==> src/rtl/wb_fetch_arbiter_pkg.sv <==
// Shared CPU bus definitions: owner/state encodings and the grant priority rule.
// The encodings double as the o_owner value seen by downstream decoders.
package wb_fetch_arbiter_pkg;

    localparam logic [1:0] OWN_IDLE = 2'b00;
    localparam logic [1:0] OWN_A    = 2'b01;
    localparam logic [1:0] OWN_B    = 2'b10;

    localparam int WB_DATA_W = 32;

    // A starved fetch port beats the data port; otherwise data has priority.
    function automatic logic [1:0] arb_decide(input logic a_cyc,
                                              input logic b_cyc,
                                              input logic b_starved);
        logic [1:0] grant;
        grant = OWN_IDLE;
        if (b_cyc && b_starved) grant = OWN_B;
        else if (a_cyc)         grant = OWN_A;
        else if (b_cyc)         grant = OWN_B;
        return grant;
    endfunction

endpackage

==> src/rtl/wb_fetch_arbiter_if.sv <==
// Wishbone bundle around the fetch arbiter: data port (a), fetch port (b), shared bus.
// slave = arbiter view, master = environment view (CPU masters plus bus target).
interface wb_fetch_arbiter_if #(
    parameter int ADDRESS_WIDTH = 32
) ();
    import wb_fetch_arbiter_pkg::*;

    logic                     i_a_cyc, i_a_stb, i_a_we;
    logic [ADDRESS_WIDTH-1:0] i_a_addr;
    logic [WB_DATA_W-1:0]     i_a_data;
    logic                     o_a_ack, o_a_stall, o_a_err;

    logic                     i_b_cyc, i_b_stb, i_b_we;
    logic [ADDRESS_WIDTH-1:0] i_b_addr;
    logic [WB_DATA_W-1:0]     i_b_data;
    logic                     o_b_ack, o_b_stall, o_b_err;

    logic                     o_wb_cyc, o_wb_stb, o_wb_we;
    logic [ADDRESS_WIDTH-1:0] o_wb_addr;
    logic [WB_DATA_W-1:0]     o_wb_data;
    logic                     i_wb_ack, i_wb_stall, i_wb_err;

    logic [1:0]               o_owner;

    modport slave (
        input  i_a_cyc, i_a_stb, i_a_we, i_a_addr, i_a_data,
        output o_a_ack, o_a_stall, o_a_err,
        input  i_b_cyc, i_b_stb, i_b_we, i_b_addr, i_b_data,
        output o_b_ack, o_b_stall, o_b_err,
        output o_wb_cyc, o_wb_stb, o_wb_we, o_wb_addr, o_wb_data,
        input  i_wb_ack, i_wb_stall, i_wb_err,
        output o_owner
    );

    modport master (
        output i_a_cyc, i_a_stb, i_a_we, i_a_addr, i_a_data,
        input  o_a_ack, o_a_stall, o_a_err,
        output i_b_cyc, i_b_stb, i_b_we, i_b_addr, i_b_data,
        input  o_b_ack, o_b_stall, o_b_err,
        input  o_wb_cyc, o_wb_stb, o_wb_we, o_wb_addr, o_wb_data,
        output i_wb_ack, i_wb_stall, i_wb_err,
        input  o_owner
    );

endinterface

==> src/rtl/wb_fetch_arbiter.sv <==
// Two-master Wishbone arbiter: data port has priority, fetch port gets an anti-starvation grant.
// Grant lands 1 clock after the decision; handoff is bubble-free; non-owner sees stall=1.
module wb_fetch_arbiter
    import wb_fetch_arbiter_pkg::*;
#(
    parameter int ADDRESS_WIDTH = 32,
    parameter int STARVE_LIMIT  = 15
) (
    input  logic               i_clk,
    input  logic               i_rst_n,
    wb_fetch_arbiter_if.slave  bus
);

    localparam int SW_RAW = $clog2(STARVE_LIMIT + 1);
    localparam int SW     = (SW_RAW > 4) ? SW_RAW : 4;
    localparam logic [SW-1:0] STARVE_MAX = SW'(STARVE_LIMIT);

    logic [1:0]    state_q, state_d;
    logic [SW-1:0] starve_cnt;
    logic          b_starved;

    assign b_starved = (starve_cnt == STARVE_MAX);

    // An owner keeps the bus for as long as its cyc is held; no mid-cycle preemption.
    always_comb begin
        state_d = arb_decide(bus.i_a_cyc, bus.i_b_cyc, b_starved);
        if (state_q == OWN_A && bus.i_a_cyc) state_d = OWN_A;
        if (state_q == OWN_B && bus.i_b_cyc) state_d = OWN_B;
    end

    always_ff @(posedge i_clk) begin
        if (!i_rst_n) begin
            state_q    <= OWN_IDLE;
            starve_cnt <= '0;
        end else begin
            state_q <= state_d;
            if ((state_d == OWN_B && state_q != OWN_B) || !bus.i_b_cyc)
                starve_cnt <= '0;
            else if (state_q == OWN_A && !b_starved)
                starve_cnt <= starve_cnt + 1'b1;
        end
    end

    logic [ADDRESS_WIDTH-1:0] sel_addr;

    always_comb begin
        bus.o_wb_cyc  = 1'b0;
        bus.o_wb_stb  = 1'b0;
        bus.o_wb_we   = bus.i_b_we;
        sel_addr      = bus.i_b_addr;
        bus.o_wb_data = bus.i_b_data;
        bus.o_a_ack   = 1'b0;
        bus.o_a_err   = 1'b0;
        bus.o_a_stall = 1'b1;
        bus.o_b_ack   = 1'b0;
        bus.o_b_err   = 1'b0;
        bus.o_b_stall = 1'b1;
        case (state_q)
            OWN_A: begin
                bus.o_wb_cyc  = bus.i_a_cyc;
                bus.o_wb_stb  = bus.i_a_stb;
                bus.o_wb_we   = bus.i_a_we;
                sel_addr      = bus.i_a_addr;
                bus.o_wb_data = bus.i_a_data;
                bus.o_a_ack   = bus.i_wb_ack;
                bus.o_a_err   = bus.i_wb_err;
                bus.o_a_stall = bus.i_wb_stall;
            end
            OWN_B: begin
                bus.o_wb_cyc  = bus.i_b_cyc;
                bus.o_wb_stb  = bus.i_b_stb;
                bus.o_b_ack   = bus.i_wb_ack;
                bus.o_b_err   = bus.i_wb_err;
                bus.o_b_stall = bus.i_wb_stall;
            end
            default: ;
        endcase
    end

    assign bus.o_wb_addr = sel_addr;
    assign bus.o_owner   = state_q;

endmodule

==> src/flat_wrapper.sv <==
// flat-port wrapper written by rule: the top's interface ports become plain ports
module wb_fetch_arbiter_flat import wb_fetch_arbiter_pkg::*;
#(
    parameter int ADDRESS_WIDTH = 32,
    parameter int STARVE_LIMIT  = 15
)
  (i_clk, i_rst_n, bus_i_a_cyc, bus_i_a_stb, bus_i_a_we, bus_i_a_addr, bus_i_a_data, bus_o_a_ack, bus_o_a_stall, bus_o_a_err, bus_i_b_cyc, bus_i_b_stb, bus_i_b_we, bus_i_b_addr, bus_i_b_data, bus_o_b_ack, bus_o_b_stall, bus_o_b_err, bus_o_wb_cyc, bus_o_wb_stb, bus_o_wb_we, bus_o_wb_addr, bus_o_wb_data, bus_i_wb_ack, bus_i_wb_stall, bus_i_wb_err, bus_o_owner);
  wb_fetch_arbiter_if #(.ADDRESS_WIDTH(ADDRESS_WIDTH)) bus_i ();
  input  logic i_clk;
  input  logic i_rst_n;
  input wire logic [$bits(bus_i.i_a_cyc)-1:0] bus_i_a_cyc;
  input wire logic [$bits(bus_i.i_a_stb)-1:0] bus_i_a_stb;
  input wire logic [$bits(bus_i.i_a_we)-1:0] bus_i_a_we;
  input wire logic [$bits(bus_i.i_a_addr)-1:0] bus_i_a_addr;
  input wire logic [$bits(bus_i.i_a_data)-1:0] bus_i_a_data;
  output wire logic [$bits(bus_i.o_a_ack)-1:0] bus_o_a_ack;
  output wire logic [$bits(bus_i.o_a_stall)-1:0] bus_o_a_stall;
  output wire logic [$bits(bus_i.o_a_err)-1:0] bus_o_a_err;
  input wire logic [$bits(bus_i.i_b_cyc)-1:0] bus_i_b_cyc;
  input wire logic [$bits(bus_i.i_b_stb)-1:0] bus_i_b_stb;
  input wire logic [$bits(bus_i.i_b_we)-1:0] bus_i_b_we;
  input wire logic [$bits(bus_i.i_b_addr)-1:0] bus_i_b_addr;
  input wire logic [$bits(bus_i.i_b_data)-1:0] bus_i_b_data;
  output wire logic [$bits(bus_i.o_b_ack)-1:0] bus_o_b_ack;
  output wire logic [$bits(bus_i.o_b_stall)-1:0] bus_o_b_stall;
  output wire logic [$bits(bus_i.o_b_err)-1:0] bus_o_b_err;
  output wire logic [$bits(bus_i.o_wb_cyc)-1:0] bus_o_wb_cyc;
  output wire logic [$bits(bus_i.o_wb_stb)-1:0] bus_o_wb_stb;
  output wire logic [$bits(bus_i.o_wb_we)-1:0] bus_o_wb_we;
  output wire logic [$bits(bus_i.o_wb_addr)-1:0] bus_o_wb_addr;
  output wire logic [$bits(bus_i.o_wb_data)-1:0] bus_o_wb_data;
  input wire logic [$bits(bus_i.i_wb_ack)-1:0] bus_i_wb_ack;
  input wire logic [$bits(bus_i.i_wb_stall)-1:0] bus_i_wb_stall;
  input wire logic [$bits(bus_i.i_wb_err)-1:0] bus_i_wb_err;
  output wire logic [$bits(bus_i.o_owner)-1:0] bus_o_owner;
  assign bus_i.i_a_cyc = bus_i_a_cyc;
  assign bus_i.i_a_stb = bus_i_a_stb;
  assign bus_i.i_a_we = bus_i_a_we;
  assign bus_i.i_a_addr = bus_i_a_addr;
  assign bus_i.i_a_data = bus_i_a_data;
  assign bus_o_a_ack = bus_i.o_a_ack;
  assign bus_o_a_stall = bus_i.o_a_stall;
  assign bus_o_a_err = bus_i.o_a_err;
  assign bus_i.i_b_cyc = bus_i_b_cyc;
  assign bus_i.i_b_stb = bus_i_b_stb;
  assign bus_i.i_b_we = bus_i_b_we;
  assign bus_i.i_b_addr = bus_i_b_addr;
  assign bus_i.i_b_data = bus_i_b_data;
  assign bus_o_b_ack = bus_i.o_b_ack;
  assign bus_o_b_stall = bus_i.o_b_stall;
  assign bus_o_b_err = bus_i.o_b_err;
  assign bus_o_wb_cyc = bus_i.o_wb_cyc;
  assign bus_o_wb_stb = bus_i.o_wb_stb;
  assign bus_o_wb_we = bus_i.o_wb_we;
  assign bus_o_wb_addr = bus_i.o_wb_addr;
  assign bus_o_wb_data = bus_i.o_wb_data;
  assign bus_i.i_wb_ack = bus_i_wb_ack;
  assign bus_i.i_wb_stall = bus_i_wb_stall;
  assign bus_i.i_wb_err = bus_i_wb_err;
  assign bus_o_owner = bus_i.o_owner;
  wb_fetch_arbiter #(.ADDRESS_WIDTH(ADDRESS_WIDTH), .STARVE_LIMIT(STARVE_LIMIT)) u_core (.i_clk(i_clk), .i_rst_n(i_rst_n), .bus(bus_i));
endmodule
==> config.mk <==
export PLATFORM = sky130hd
export DESIGN_NAME = wb_fetch_arbiter_flat
export DESIGN_NICKNAME = d
export VERILOG_FILES = /design/src/rtl/wb_fetch_arbiter_pkg.sv /design/src/rtl/wb_fetch_arbiter_if.sv /design/src/rtl/wb_fetch_arbiter.sv /design/src/flat_wrapper.sv
export SDC_FILE = /design/constraint.sdc
export NUM_CORES = 1
export LEC_CHECK = 0
export ABC_AREA = 1
export BUFFER_PORTS_ARGS = -buffer_cell sky130_fd_sc_hd__buf_2
export CORE_AREA = 5 5 80 82
export CTS_CLUSTER_DIAMETER = 60
export DETAILED_ROUTE_END_ITERATION = 16
export DIE_AREA = 0 0 85 87
export MAX_ROUTING_LAYER = met4
export PLACE_DENSITY = 0.68
export SYNTH_ARGS = -nofsm -noshare
export SYNTH_HDL_FRONTEND = slang
export SYNTH_SLANG_ARGS = --single-unit
export TNS_END_PERCENT = 50
==> constraint.sdc <==
create_clock -name i_clk -period 2.9 [get_ports i_clk]
set_clock_uncertainty 0.15 [all_clocks]
set_input_delay 0.58 -clock i_clk [delete_from_list [all_inputs] [get_ports i_clk]]
set_output_delay 0.58 -clock i_clk [all_outputs]
set_load 0.05 [all_outputs]
Word-level counts from Yosys, hierarchy flattened
Cells that the tools add are included.
{"block": "classes", "n_addsub": 1, "eq_ne": 5, "mux": 16, "bitwise": 1, "n_reduce_logical": 9}
{"op": "two-way mux 32 bit", "count": 2}
{"op": "two-way mux 2 bit", "count": 5}
{"op": "two-way mux 1 bit", "count": 7}
{"op": "logical AND 1 bit", "count": 5}
{"op": "adder 4 x 1 -> 4 bit (second input constant)", "count": 1}
{"op": "equality test 2 bit (second input constant)", "count": 2}
{"op": "equality test 4 bit (second input constant)", "count": 1}
{"op": "case mux 1 bit (2 select lines)", "count": 2}
{"op": "equality test 2 x 1 -> 1 bit (second input constant)", "count": 1}
{"op": "zero test 1 bit", "count": 2}
{"op": "inequality test 2 bit (second input constant)", "count": 1}
{"op": "OR reduction 2 bit", "count": 1}
{"op": "logical OR 1 bit", "count": 1}
{"op": "NOT 1 bit", "count": 1}
{"block": "word_totals", "reg_bits": 6, "input_bits": 139, "word_cells": 34}

Depth between registers and ports, before layout
{"block": "depth", "word_depth": 9, "mapped_depth": 9}

Worst setup path after synthesis
Ideal clock, no wire load.
{"block": "synth_path", "path_kind": "reg2out", "start": "register u_core.state_q[0], in the netlist u_core.bus.o_owner[0]", "end": "output bus_o_wb_cyc", "arrival_ns": 2.002, "setup_slack_ns": 0.168, "stages_incl_launch_ff": 6, "path_buffers": 2, "cell_sequence": "dfxtp_1 ha_1 buf_6 buf_4 nand2_1 a21oi_1"}
{"block": "synth_via", "elab_chain_cells": 2}
{"element": "start: declaration", "line": "wb_fetch_arbiter.sv:18", "text": "logic [1:0] state_q, state_d;"}
{"element": "start signal: assignment", "line": "wb_fetch_arbiter.sv:36", "text": "state_q <= state_d;"}
{"element": "equality test 2 bit / equality test 2 x 1 -> 1 bit (equally long branches)", "line": "wb_fetch_arbiter.sv:58", "text": "case (state_q)"}
{"element": "case mux 1 bit (2 select lines) *", "line": "wb_fetch_arbiter.sv:58"}
{"element": "end: declaration", "line": "flat_wrapper.sv:27", "text": "output wire logic [$bits(bus_i.o_wb_cyc)-1:0] bus_o_wb_cyc;"}
Mark *: on every way between the ends. The rest lies on a longest branch, timed or not.

Worst setup path in the final report
{"block": "layout_path", "start": "register u_core.state_q[1], in the netlist u_core.bus.o_owner[1]", "end": "output bus_o_wb_cyc"}
The elaborated chain is that of the path after synthesis.

==> out/qor.yml <==
vias: 2300
grt_pass1_vias: 2101
fin_nets: 628
grt_setup_unrepaired: "false"
die_y_um: 87
antenna_found_initial: 0
antennaDiodeCount: 0
synthToLayoutAreaGrowth_pct: 91.3
drtAntennaViolNets: 0
grt_max_degree: 43
syn_inst: 279
fin_setup_tns_ns: 0
die_w_um: 85
register_area_um2: 120
first_pass_iters: 4
fin_crit_ns: 2.39
drtIter0Drc: 59
core_area_mm2: 0.00568
synth_area_leaders: "nand2_1 66%, dfxtp_1 9.7%, inv_1 4.5%"
placed_area_mm2: 0.00234
fmax_ghz: 0.419
clockBufferDepth: 2
htreeDepth: 1
power_uw: 826
worstSkewPairLatency_ns: 0.22
syn_area_mm2: 0.00124
row_count: 28
initial_core_util: 0.219
irDropWorstVdd_mv: 0.245
io-pin-count: 214
path_max_fanout: 42
synth_nets: 421
wirelength_um: 6070
cts_setup_buffers: 0
place_hpwl_um: 5190
wire_per_inst_um: 10.9
post-route-period-util: 0.823
setup_violations: 0
grt_pass1_wl_um: 9280
yosysWarnings: 0
drive_above_1_share: 0.465
critical_path_arrival_ns: 1.66
hp-class: "reg2reg"
slew_viol_final: 0
viasPerCell: 4.11
path_class: "reg2out"
synth_cell_types: 17
final_util: 0.419
cts.clk_slew.worst_paths_ns: 0.04
avgSynthCellArea_um2: 4.45
postLayoutSetupSlackWorst_ns: 0.513
post-place-ws_ns: 0.729
cp-start-kind: "flop"
yosys.area.top_type: "nand2_1"
root_buffer: "clkbuf_8"
die-area_mm2: 0.00740
p_per_area_mw_per_mm2: 348
gp_congestion: 0.863
design_area_mm2: 0.00238
synth-seq-cells: 6
drc_errors: 0
port_buffers: 213
cts_resized: 0
num-fill-cells: 646
cellLeakagePower_nw: 1.68
postCtsHoldBufs: 0
crit_required_ns: 2.17
relSlewSlack: 0.738
clock_sinks: 6
cts_tree: "done"
grt_overflow: 0
numCtsBuffers: 3
max_cap_violations: 0
synth-seq-area-share: 0.0967
grt_usage: 0.151
multi_input_area_um2: 966
hold_viol: 0
worstMarginPinSlew_ns: 0.393
status: "completed"
synth_top_area_frac: 0.665
crit_path_end_kind: "primary output"
[cells in the mapped netlist, drive strengths merged]
cell,count
nand3,3
o21ai,1
o21a,1
o21bai,1
nand2,221
ha,3
inv,16
buf,15
dfxtp,6
nand4,1
nor2,6
a21oi,5
[flip-flops by register name, indices dropped and copies added (netlist names)]
register,count
u_core.bus.o_owner,2
u_core.starve_cnt,4
[cell type report]
cell class                      count  area share
Timing Repair Buffer              217       0.461
Inverter                           16      0.0253
Clock buffer                        3      0.0174
Multi-Input combinational cell    242       0.406
Tap cell                           75      0.0395
Sequential cell                     6      0.0505
[power by group]
group          switching [mW]  total, mW  internal (mW)
Combinational           0.449      0.615          0.165
Sequential            0.00169     0.0867         0.0850
Clock                  0.0357      0.125         0.0891
Total                   0.487      0.826          0.339
[worst max-delay path, stage by stage (launching register included)]
cell,delay [ns]
dfxtp_1,0.32
inv_1,0.06
ha_2,0.18
buf_4,0.36
nand2_1,0.09
a21oi_1,0.14
buf_2,0.27
[metrics by stage]
| step | cells | hold slack (ns) |
|---|---|---|
| 3_3_place_gp | 556 | 0.405 |
| 2_1_floorplan | 279 | 0.377 |
| 6_report | 559 | 0.414 |
| 4_1_cts | 559 | 0.419 |
| 3_5_place_dp | 556 | 0.407 |
| 5_1_grt | 559 | 0.450 |
[final timing paths]
| check | from | to | slack [ns] | cells past startpoint |
|---|---|---|---|---|
| worst max-delay path | u_core.bus.o_owner[1]$_SDFF_PN0_ | bus_o_wb_cyc | 0.51 | 6 |
| worst min-delay path | u_core.starve_cnt[3]$_SDFFE_PP0P_ | u_core.bus.o_owner[0]$_SDFF_PN0_ | 0.41 | 3 |
| worst max register to register | u_core.bus.o_owner[1]$_SDFF_PN0_ | u_core.starve_cnt[3]$_SDFFE_PP0P_ | 1.21 | 9 |
| worst min register to register | u_core.starve_cnt[3]$_SDFFE_PP0P_ | u_core.bus.o_owner[0]$_SDFF_PN0_ | 0.41 | 3 |
[logic make-up after synthesis]
group,after synthesis,share of synthesized area
adders and majority gates,3,0.0302
and+or+nand+nor,231,0.709
AOI/OAI and AO/OA,8,0.0363
DFF,6,0.0967
buffers and inverters,31,0.128
[routing by layer]
metal | up-vias | global-route usage | wire length, um
li1 | 1234 | - | -
met1 | 956 | 0.164 | 2290
met3 | 11 | 0.0265 | 566
met5 | - | - | 0
met2 | 99 | 0.278 | 3110
met4 | 0 | 0.0475 | 117
[layout by cell type, fill, tap and decap left out]
cell      count
nand2_1     220
buf_2       213
inv_1        14
nor2_1        6
dfxtp_1       6
a21oi_1       5
buf_4         4
clkbuf_8      3
inv_2         2
nand3_1       2
ha_1          2
nand3_2       1
nand2_2       1
o21bai_1      1
o21ai_1       1
nand4_1       1
o21a_1        1
ha_2          1
No activity file was read; power rests on OpenSTA's default activity.
